### config.mk
export PLATFORM = sky130hd
export DESIGN_NAME = pulse_channel
export DESIGN_NICKNAME = d
export VERILOG_FILES = /design/src/rtl/pulse_channel_pkg.sv /design/src/rtl/pulse_channel_envelope.sv /design/src/rtl/pulse_channel.sv
export SDC_FILE = /design/constraint.sdc
export NUM_CORES = 1
export LEC_CHECK = 0
export ABC_AREA = 0
export BUFFER_PORTS_ARGS = -buffer_cell sky130_fd_sc_hd__buf_2
export CAP_MARGIN = 10
export CORE_ASPECT_RATIO = 1.2
export CORE_UTILIZATION = 53
export CTS_CLUSTER_DIAMETER = 100
export CTS_CLUSTER_SIZE = 12
export DETAILED_ROUTE_END_ITERATION = 10
export GPL_ROUTABILITY_DRIVEN = 0
export PLACE_DENSITY = 0.87
export RECOVER_POWER = 100
export REMOVE_ABC_BUFFERS = 1
export SYNTH_ARGS = -nofsm -noshare
export SYNTH_HDL_FRONTEND = slang
export SYNTH_SLANG_ARGS = --single-unit
export TNS_END_PERCENT = 10
### constraint.sdc
create_clock -name i_clk -period 2.3 [get_ports i_clk]
set_clock_uncertainty 0.05 [all_clocks]
set_input_delay 0.46 -clock i_clk [delete_from_list [all_inputs] [get_ports i_clk]]
set_output_delay 0.46 -clock i_clk [all_outputs]
set_load 0.05 [all_outputs]
### src/rtl/pulse_channel_pkg.sv
// Shared types for the pulse channel: FSM states, duty codes and the duty threshold table.
package pulse_channel_pkg;

    localparam int unsigned DUTY_IDX_W = 3;

    typedef enum logic {
        ST_IDLE = 1'b0,
        ST_PLAY = 1'b1
    } state_t;

    typedef enum logic [1:0] {
        DUTY_12 = 2'b00,
        DUTY_25 = 2'b01,
        DUTY_50 = 2'b10,
        DUTY_75 = 2'b11
    } duty_t;

    // Number of high eighths of the waveform for each duty code.
    function automatic logic [DUTY_IDX_W-1:0] duty_threshold(input duty_t duty);
        case (duty)
            DUTY_12: return 3'd1;
            DUTY_25: return 3'd2;
            DUTY_50: return 3'd4;
            default: return 3'd6;
        endcase
    endfunction

    function automatic logic duty_high(input logic [DUTY_IDX_W-1:0] top3, input duty_t duty);
        return top3 < duty_threshold(duty);
    endfunction

endpackage

### src/rtl/pulse_channel_envelope.sv
// Decaying volume envelope: level steps down every 'period' ticks, optionally looping.
module pulse_channel_envelope
    import pulse_channel_pkg::*;
#(
    parameter int unsigned OUT_WIDTH = 9,
    parameter int unsigned ENV_PER_W = 4
) (
    input  logic                 clk,
    input  logic                 rst_n,
    input  logic                 trigger,
    input  logic                 step,
    input  logic [OUT_WIDTH-1:0] volume,
    input  logic [ENV_PER_W-1:0] period,
    input  logic                 loop,
    output logic [OUT_WIDTH-1:0] level,
    output logic                 done_c
);

    logic [ENV_PER_W-1:0] env_cnt;
    logic [ENV_PER_W-1:0] env_cnt_nxt;
    logic [ENV_PER_W-1:0] period_q;
    logic                 loop_q;
    logic [OUT_WIDTH-1:0] level_nxt;

    // Without loop the note ends on the step that takes the level to zero.
    always_comb begin
        level_nxt   = level;
        env_cnt_nxt = env_cnt;
        done_c      = 1'b0;
        if (trigger) begin
            level_nxt   = volume;
            env_cnt_nxt = period;
        end else if (step && (period_q != '0)) begin
            if (env_cnt <= ENV_PER_W'(1)) begin
                env_cnt_nxt = period_q;
                if (level == '0) begin
                    if (loop_q) begin
                        level_nxt = volume;
                    end else begin
                        done_c = 1'b1;
                    end
                end else begin
                    level_nxt = level - OUT_WIDTH'(1);
                    done_c    = !loop_q && (level == OUT_WIDTH'(1));
                end
            end else begin
                env_cnt_nxt = env_cnt - ENV_PER_W'(1);
            end
        end
    end

    always_ff @(posedge clk or negedge rst_n) begin
        if (!rst_n) begin
            level    <= '0;
            env_cnt  <= '0;
            period_q <= '0;
            loop_q   <= 1'b0;
        end else begin
            level   <= level_nxt;
            env_cnt <= env_cnt_nxt;
            if (trigger) begin
                period_q <= period;
                loop_q   <= loop;
            end
        end
    end

endmodule

### src/rtl/pulse_channel.sv
// Pulse-wave voice: phase accumulator, 4 duty cycles, envelope and length counter.
// Optional frequency sweep is built when PULSE_CHANNEL_SWEEP_EN is defined.
module pulse_channel
    import pulse_channel_pkg::*;
#(
    parameter int unsigned PHASE_WIDTH = 32,
    parameter int unsigned OUT_WIDTH   = 9,
    parameter int unsigned ENV_PER_W   = 4,
    parameter int unsigned LEN_WIDTH   = 8
) (
    input  logic                   i_clk,
    input  logic                   i_rst_n,
    input  logic                   i_tick_stb,
    input  logic                   i_trigger,
    input  logic [PHASE_WIDTH-1:0] i_phase_delta,
    input  logic                   i_phase_delta_vld,
    input  logic [1:0]             i_duty,
    input  logic [OUT_WIDTH-1:0]   i_volume,
    input  logic [ENV_PER_W-1:0]   i_env_period,
    input  logic                   i_env_loop,
    input  logic [LEN_WIDTH-1:0]   i_len,
    input  logic                   i_len_en,
`ifdef PULSE_CHANNEL_SWEEP_EN
    input  logic                   i_sweep_en,
    input  logic                   i_sweep_neg,
    input  logic [4:0]             i_sweep_shift,
    input  logic [2:0]             i_sweep_period,
`endif
    output logic [OUT_WIDTH-1:0]   o_output,
    output logic                   o_frame_pulse,
    output logic                   o_active
);

    state_t                 state;
    state_t                 state_nxt;
    logic [PHASE_WIDTH-1:0] phase;
    logic [PHASE_WIDTH-1:0] delta;
    logic [PHASE_WIDTH-1:0] delta_nxt;
    logic [LEN_WIDTH-1:0]   len_cnt;
    logic [LEN_WIDTH-1:0]   len_cnt_nxt;
    duty_t                  duty_q;
    logic                   len_en_q;
    logic [OUT_WIDTH-1:0]   level;
    logic [OUT_WIDTH-1:0]   sample_c;
    logic                   tick_play_c;
    logic                   restart_c;
    logic                   env_done_c;
    logic                   len_expire_c;
    logic                   sweep_ovf_c;

    // A trigger swallows any tick in the same cycle.
    assign tick_play_c = i_tick_stb && (state == ST_PLAY) && !i_trigger;
    assign restart_c   = i_trigger && !(i_len_en && (i_len == '0));

    pulse_channel_envelope #(
        .OUT_WIDTH (OUT_WIDTH),
        .ENV_PER_W (ENV_PER_W)
    ) u_envelope (
        .clk     (i_clk),
        .rst_n   (i_rst_n),
        .trigger (i_trigger),
        .step    (tick_play_c),
        .volume  (i_volume),
        .period  (i_env_period),
        .loop    (i_env_loop),
        .level   (level),
        .done_c  (env_done_c)
    );

    // Length counter: expiry is the 1 -> 0 transition on a tick.
    always_comb begin
        len_cnt_nxt  = len_cnt;
        len_expire_c = 1'b0;
        if (i_trigger) begin
            len_cnt_nxt = i_len;
        end else if (tick_play_c && len_en_q && (len_cnt != '0)) begin
            len_cnt_nxt  = len_cnt - LEN_WIDTH'(1);
            len_expire_c = (len_cnt == LEN_WIDTH'(1));
        end
    end

`ifdef PULSE_CHANNEL_SWEEP_EN
    logic [2:0]             sweep_cnt;
    logic [2:0]             sweep_cnt_nxt;
    logic [PHASE_WIDTH-1:0] sweep_step_c;
    logic [PHASE_WIDTH:0]   sweep_sum_c;
    logic                   sweep_apply_c;

    // Sweep adjusts delta by a shifted copy of itself; an upward carry mutes the note.
    always_comb begin
        sweep_cnt_nxt = sweep_cnt;
        sweep_apply_c = 1'b0;
        sweep_ovf_c   = 1'b0;
        delta_nxt     = delta;
        sweep_step_c  = delta >> i_sweep_shift;
        sweep_sum_c   = {1'b0, delta} + {1'b0, sweep_step_c};
        if (i_trigger) begin
            sweep_cnt_nxt = i_sweep_period;
        end else if (tick_play_c && i_sweep_en) begin
            if (sweep_cnt <= 3'd1) begin
                sweep_cnt_nxt = i_sweep_period;
                sweep_apply_c = (i_sweep_shift != '0);
            end else begin
                sweep_cnt_nxt = sweep_cnt - 3'd1;
            end
        end
        sweep_ovf_c = sweep_apply_c && !i_sweep_neg && sweep_sum_c[PHASE_WIDTH];
        if (i_phase_delta_vld) begin
            delta_nxt = i_phase_delta;
        end else if (sweep_apply_c && !sweep_ovf_c) begin
            delta_nxt = i_sweep_neg ? (delta - sweep_step_c) : sweep_sum_c[PHASE_WIDTH-1:0];
        end
    end

    always_ff @(posedge i_clk or negedge i_rst_n) begin
        if (!i_rst_n) begin
            sweep_cnt <= '0;
        end else begin
            sweep_cnt <= sweep_cnt_nxt;
        end
    end
`else
    assign sweep_ovf_c = 1'b0;

    always_comb begin
        delta_nxt = i_phase_delta_vld ? i_phase_delta : delta;
    end
`endif

    always_ff @(posedge i_clk or negedge i_rst_n) begin
        if (!i_rst_n) begin
            state <= ST_IDLE;
        end else begin
            state <= state_nxt;
        end
    end

    // Next state and sample level; a trigger always wins over end-of-note events.
    always_comb begin
        state_nxt = state;
        sample_c  = '0;
        case (state)
            ST_IDLE: begin
                if (restart_c) begin
                    state_nxt = ST_PLAY;
                end
            end
            ST_PLAY: begin
                if (duty_high(phase[PHASE_WIDTH-1 -: DUTY_IDX_W], duty_q)) begin
                    sample_c = level;
                end
                if (i_trigger) begin
                    state_nxt = restart_c ? ST_PLAY : ST_IDLE;
                end else if (len_expire_c || env_done_c || sweep_ovf_c) begin
                    state_nxt = ST_IDLE;
                end
            end
            default: state_nxt = ST_IDLE;
        endcase
    end

    always_ff @(posedge i_clk or negedge i_rst_n) begin
        if (!i_rst_n) begin
            phase    <= '0;
            delta    <= '0;
            len_cnt  <= '0;
            duty_q   <= DUTY_12;
            len_en_q <= 1'b0;
            o_output <= '0;
        end else begin
            phase    <= i_trigger ? '0 : (phase + delta);
            delta    <= delta_nxt;
            len_cnt  <= len_cnt_nxt;
            o_output <= sample_c;
            if (i_trigger) begin
                duty_q   <= duty_t'(i_duty);
                len_en_q <= i_len_en;
            end
        end
    end

    assign o_frame_pulse = phase[PHASE_WIDTH-1];
    assign o_active      = (state == ST_PLAY);

endmodule

* Word-level counts from Yosys, hierarchy flattened
Index checks and enable logic that the tools add are counted.
W data, S select, Z words.
** Operators by class
- Add/sub/neg operators :: 4
- $lt $le $gt $ge :: 2
- Equal/unequal tests :: 5
- Muxes and demuxes :: 26
- Bitwise operators :: 1
- Reductions and logical operators :: 21
** Operators by type and width (count)
- $mux W9 :: 7
- $add A32 B32 Y32 :: 1
- $mux W32 :: 1
- $mux W8 :: 2
- $mux W4 :: 3
- $mux W1 :: 10
- $eq A9 B1 Y1 const B :: 1
- $logic_not A9 Y1 :: 1
- $pmux W3 S3 :: 1
- $sub A9 B1 Y9 const B :: 1
- $eq A8 B1 Y1 const B :: 1
- $logic_and A1 B1 Y1 :: 8
- $logic_not A8 Y1 :: 1
- $reduce_bool A8 Y1 :: 1
- $sub A8 B1 Y8 const B :: 1
- $reduce_bool A2 Y1 :: 3
- $le A4 B1 Y1 const B :: 1
- $reduce_bool A4 Y1 :: 1
- $sub A4 B1 Y4 const B :: 1
- $logic_not A1 Y1 :: 3
- $lt A3 B3 Y1 :: 1
- $mux W3 :: 1
- $ne A3 B2 Y1 const B :: 1
- $reduce_and A3 Y1 :: 1
- other kinds (6) :: 6
** Word-level totals
- Flip-flop bits (word level) :: 103
- Input port bits :: 62
- Output and inout bits :: 11
- Word-level logic and storage cells :: 70

* Depth between registers and ports, before layout
- Depth after elaboration :: 10
- Depth in mapped cells :: 10
- Mapped depth without buffers :: 10

* Modules after synthesis
From an unflattened synthesis, not the netlist that was laid out.
** Second synthesis, totals
- Cells, all modules :: 607
- Area total of the unflattened synthesis :: 6140.9 um^2
** By module, submodules not included
- pulse_channel :: times used 1, cells an instance 477, area an instance 4917.2 um^2
- pulse_channel_envelope :: times used 1, cells an instance 130, area an instance 1223.7 um^2

* Least setup slack after synthesis
OpenSTA, ideal clock, no wires.
- Path type :: flip-flop to flip-flop
- Start point :: reg phase[0]
- End point :: reg phase[30]
- Data arrival time :: 2.084 ns
- Data required time :: 2.126 ns
- Path slack :: 0.042 ns
- Cell stages (with the launch flop) :: 11
- Period minus slack after synthesis :: 2.258 ns
- Cells stage by stage :: dfrtp_1 > ha_1 > inv_1 > fa_1 > nor2b_4 > o31a_1 > o311ai_2 > nand3_1 > a21oi_2 > nor4_1 > a211o_1
** On the way
- Cells in the longest elaborated chain, start to end :: 2
** Ends and longest elaborated chain
- start, declared :: RTL line pulse_channel.sv:36 : logic [PHASE_WIDTH-1:0] phase;
- start signal, assigned :: RTL line pulse_channel.sv:171 : phase <= i_trigger ? '0 : (phase + delta);
- $add A32 B32 Y32 :: RTL line pulse_channel.sv:171
- $mux W32 :: RTL line pulse_channel.sv:171
Every way passes these cells.
A chain may end at the register's enable or synchronous reset.

* Worst setup path after layout
- Start point :: reg delta[8]
- End point :: reg phase[21]
** On the way
- Cells in the longest elaborated chain, start to end :: 2
** Ends and longest elaborated chain
- start, declared :: RTL line pulse_channel.sv:37 : logic [PHASE_WIDTH-1:0] delta;
- start signal, assigned :: RTL line pulse_channel.sv:172 : delta <= delta_nxt;
- $add A32 B32 Y32 :: RTL line pulse_channel.sv:171
- $mux W32 :: RTL line pulse_channel.sv:171
Every way passes these cells.

==> results_dict.tcl <==
set metrics [dict create \
    status "finished, violations left" \
    violations "negative setup slack" \
    area_delta_synth_final_pct 18.5 \
    powerDensity_nw_per_um2 1130 \
    grtUsageTotal 0.264 \
    critPathMaxStageDelay_ns 0.38 \
    cts_max_level 3 \
    finalSetupViolCount 9 \
    overflow 0 \
    slew_headroom 0.414 \
    wl_per_cell_um 16.8 \
    critPathLaunch "delta[8]" \
    dp_hpwl_um 10800 \
    fin_crit_sh 1.02 \
    finalMaxSlewViolations 0 \
    cp_slowest_cell "dfrtp_1" \
    yosysMostFrequentCell "dfrtp_1" \
    route.vias.total 5387 \
    grt_pass1_wl_um 25500 \
    synth-seq-cells 103 \
    path_cells "ha_1 -> a21oi_2 -> o221ai_1 -> a21oi_1 -> o221ai_1 -> a221oi_2 -> xor2_1 -> nor2_1" \
    ant_nets 0 \
    dieArea_um2 12000 \
    peakVddDrop_mv 0.562 \
    dp_slack_ns -0.0916 \
    cts.sinks 103 \
    clk_latency_ns 0.36 \
    reg2reg_slack_ns -0.04 \
    path_class "flip-flop to flip-flop" \
    p_leak_nw 3.28 \
    first_pass_iters 5 \
    max_freq_ghz 0.427 \
    cts_tree "done" \
    nNetsFinal 843 \
    hold_path_class "input port to flip-flop" \
    port_buffers 72 \
    num_io_pins 73 \
    root_buffer "clkbuf_16" \
    yosysUniqueCellTypes 73 \
    ys_top_cells_by_area "dfrtp_1 (42%), ha_1 (8.3%), mux2_2 (6.2%)" \
    area.sequential_um2 2580 \
    drcViolationCount 0 \
    n_fill_cell 899 \
    antenna_cells 0 \
    crit_family "compound AO/OA/AOI/OAI gates" \
    start_kind "flip-flop" \
    worstPathRequired_ns 2.49 \
    drt_iter0_markers 366 \
    stdcell_count 898 \
    fin_ws_ns -0.0411 \
    post-route-util 0.652 \
    min_period_ns 2.34 \
    seq_area_frac_synth 0.419 \
    drive_above_1_share 0.253 \
    yosysWarningCount 0 \
    drv_cap 0 \
    wirelength_um 15100 \
    reg2reg_from "delta[8]" \
    rows 42 \
    syn_area_per_cell_um2 9.65 \
    hp-start "i_env_period[2]" \
    hold_violations 0 \
    synthCells 638 \
    antenna_found_initial 0 \
    tightest_slew_ns 0.878 \
    synthFlopType "dfrtp_1" \
    cts_buffers 9 \
    ys_top_cells_by_count "dfrtp_1 (103), nor2_1 (63), a21oi_1 (51)" \
    worst-path-buf-inv 0 \
    yosys.area.top_type "dfrtp_1" \
    synth-edff-count 0 \
    rsz0062_at_grt "yes" \
    crit_fanout 4 \
    synth.top_cell.area_share 0.419 \
    clk_pin_slew_worst_paths_ns 0.07 \
    end_kind "flip-flop" \
    multiInputGateArea_um2 3420 \
    fp.coreArea_um2 11200 \
    hold_slack_ns 0.266 \
    dp.cells 878 \
    arrival_ns 2.53 \
    die_y_um 120 \
    crit_top_cell "o221ai_1" \
    die_w_um 100 \
    setup_tns_ns -0.170 \
    async_flop_share 1.00 \
    ctsLongestPathBuffers 2 \
    initial_utilization 0.550 \
    viasPerCell 6.00 \
    netlist_area_um2 6150 \
    grt_pass1_vias 5590 \
    grt_max_degree 68 \
]
==> registers in the layout, indices dropped and copies added (netlist names) <==
register,flops
o_output,9
u_envelope.env_cnt,4
o_active,1
u_envelope.period_q,4
duty_q,2
u_envelope.level,9
phase,32
len_cnt,8
len_en_q,1
delta,32
u_envelope.loop_q,1
==> metrics by stage <==
step                power, W  area, um^2
detailed placement   0.00633        6930
floorplan            0.00514        6020
global route         0.00873        7290
global placement     0.00613        6930
finish               0.00824        7290
CTS                  0.00807        7300
==> final timing paths <==
kind	to	depth (start not counted)
max	phase[21]	8
min	u_envelope.env_cnt[2]	3
max reg2reg	phase[21]	8
min reg2reg	delta[22]	1
max in group asynchronous	u_envelope.period_q[3]	3
min in group asynchronous	delta[13]	2
==> timing repair <==
| action | in CTS | in global routing |
|---|---|---|
| hold buffers | 1 | 0 |
| setup endpoints to repair | 5 | 20 |
| hold endpoints to repair | 24 | 0 |
| resized for setup | 6 | 19 |
| pin swaps | 2 | 6 |
| setup buffers | 1 | 2 |
==> area by class of cell <==
cell class | count | share of cell area
sequential | 103 | 0.353
tap | 154 | 0.0264
timing repair buffer | 117 | 0.0933
multi-input combinational | 481 | 0.469
clock inverter | 7 | 0.0132
inverter | 27 | 0.0139
clock buffer | 9 | 0.0309
==> report_power, final <==
part	switching, W	internal (W)	leakage [nW]	total (W)
Combinational	0.00245	0.00166	1.87	0.00411
Clock	0.000717	0.000956	0.148	0.00167
Sequential	0.000237	0.00222	1.26	0.00246
Total	0.00340	0.00484	3.28	0.00824
==> logic make-up after synthesis <==
group	after synthesis	synth area share
adders and majority gates	42	0.0866
and+or+nand+nor	204	0.169
AOI/OAI and AO/OA	176	0.189
muxes	36	0.0657
xor gates and xnor gates	23	0.0327
DFF	103	0.419
buffers and inverters	54	0.0384
==> placed cells by master (no fill, tap or decap), drive strengths merged, types with 9 or more instances in the layout <==
cell and instances:
and2 10, o211ai 9, a21oi 52, ha 41, clkbuf 29, inv 28, xor2 15, o21a 9
nor3 14, o21ai 43, mux2 35, dfrtp 103, nand2 51, nand4 9, buf 96, nand3 16
nor2 63
==> metal layers <==
layer / GRT usage / part of all wire / vias to the layer above
met4: 0.120 / 0.036 / 0
met5: 0 / 0 / -
met3: 0.0547 / 0.054 / 62
met2: 0.457 / 0.51 / 226
li1: - / - / 2516
met1: 0.313 / 0.40 / 2583
==> worst min-delay path, cell delays in order <==
cell	delay, ns
buf_2	0.07
nand2_1	0.05
nand2_1	0.05
Note: power is estimated with default switching activity, not from simulation.
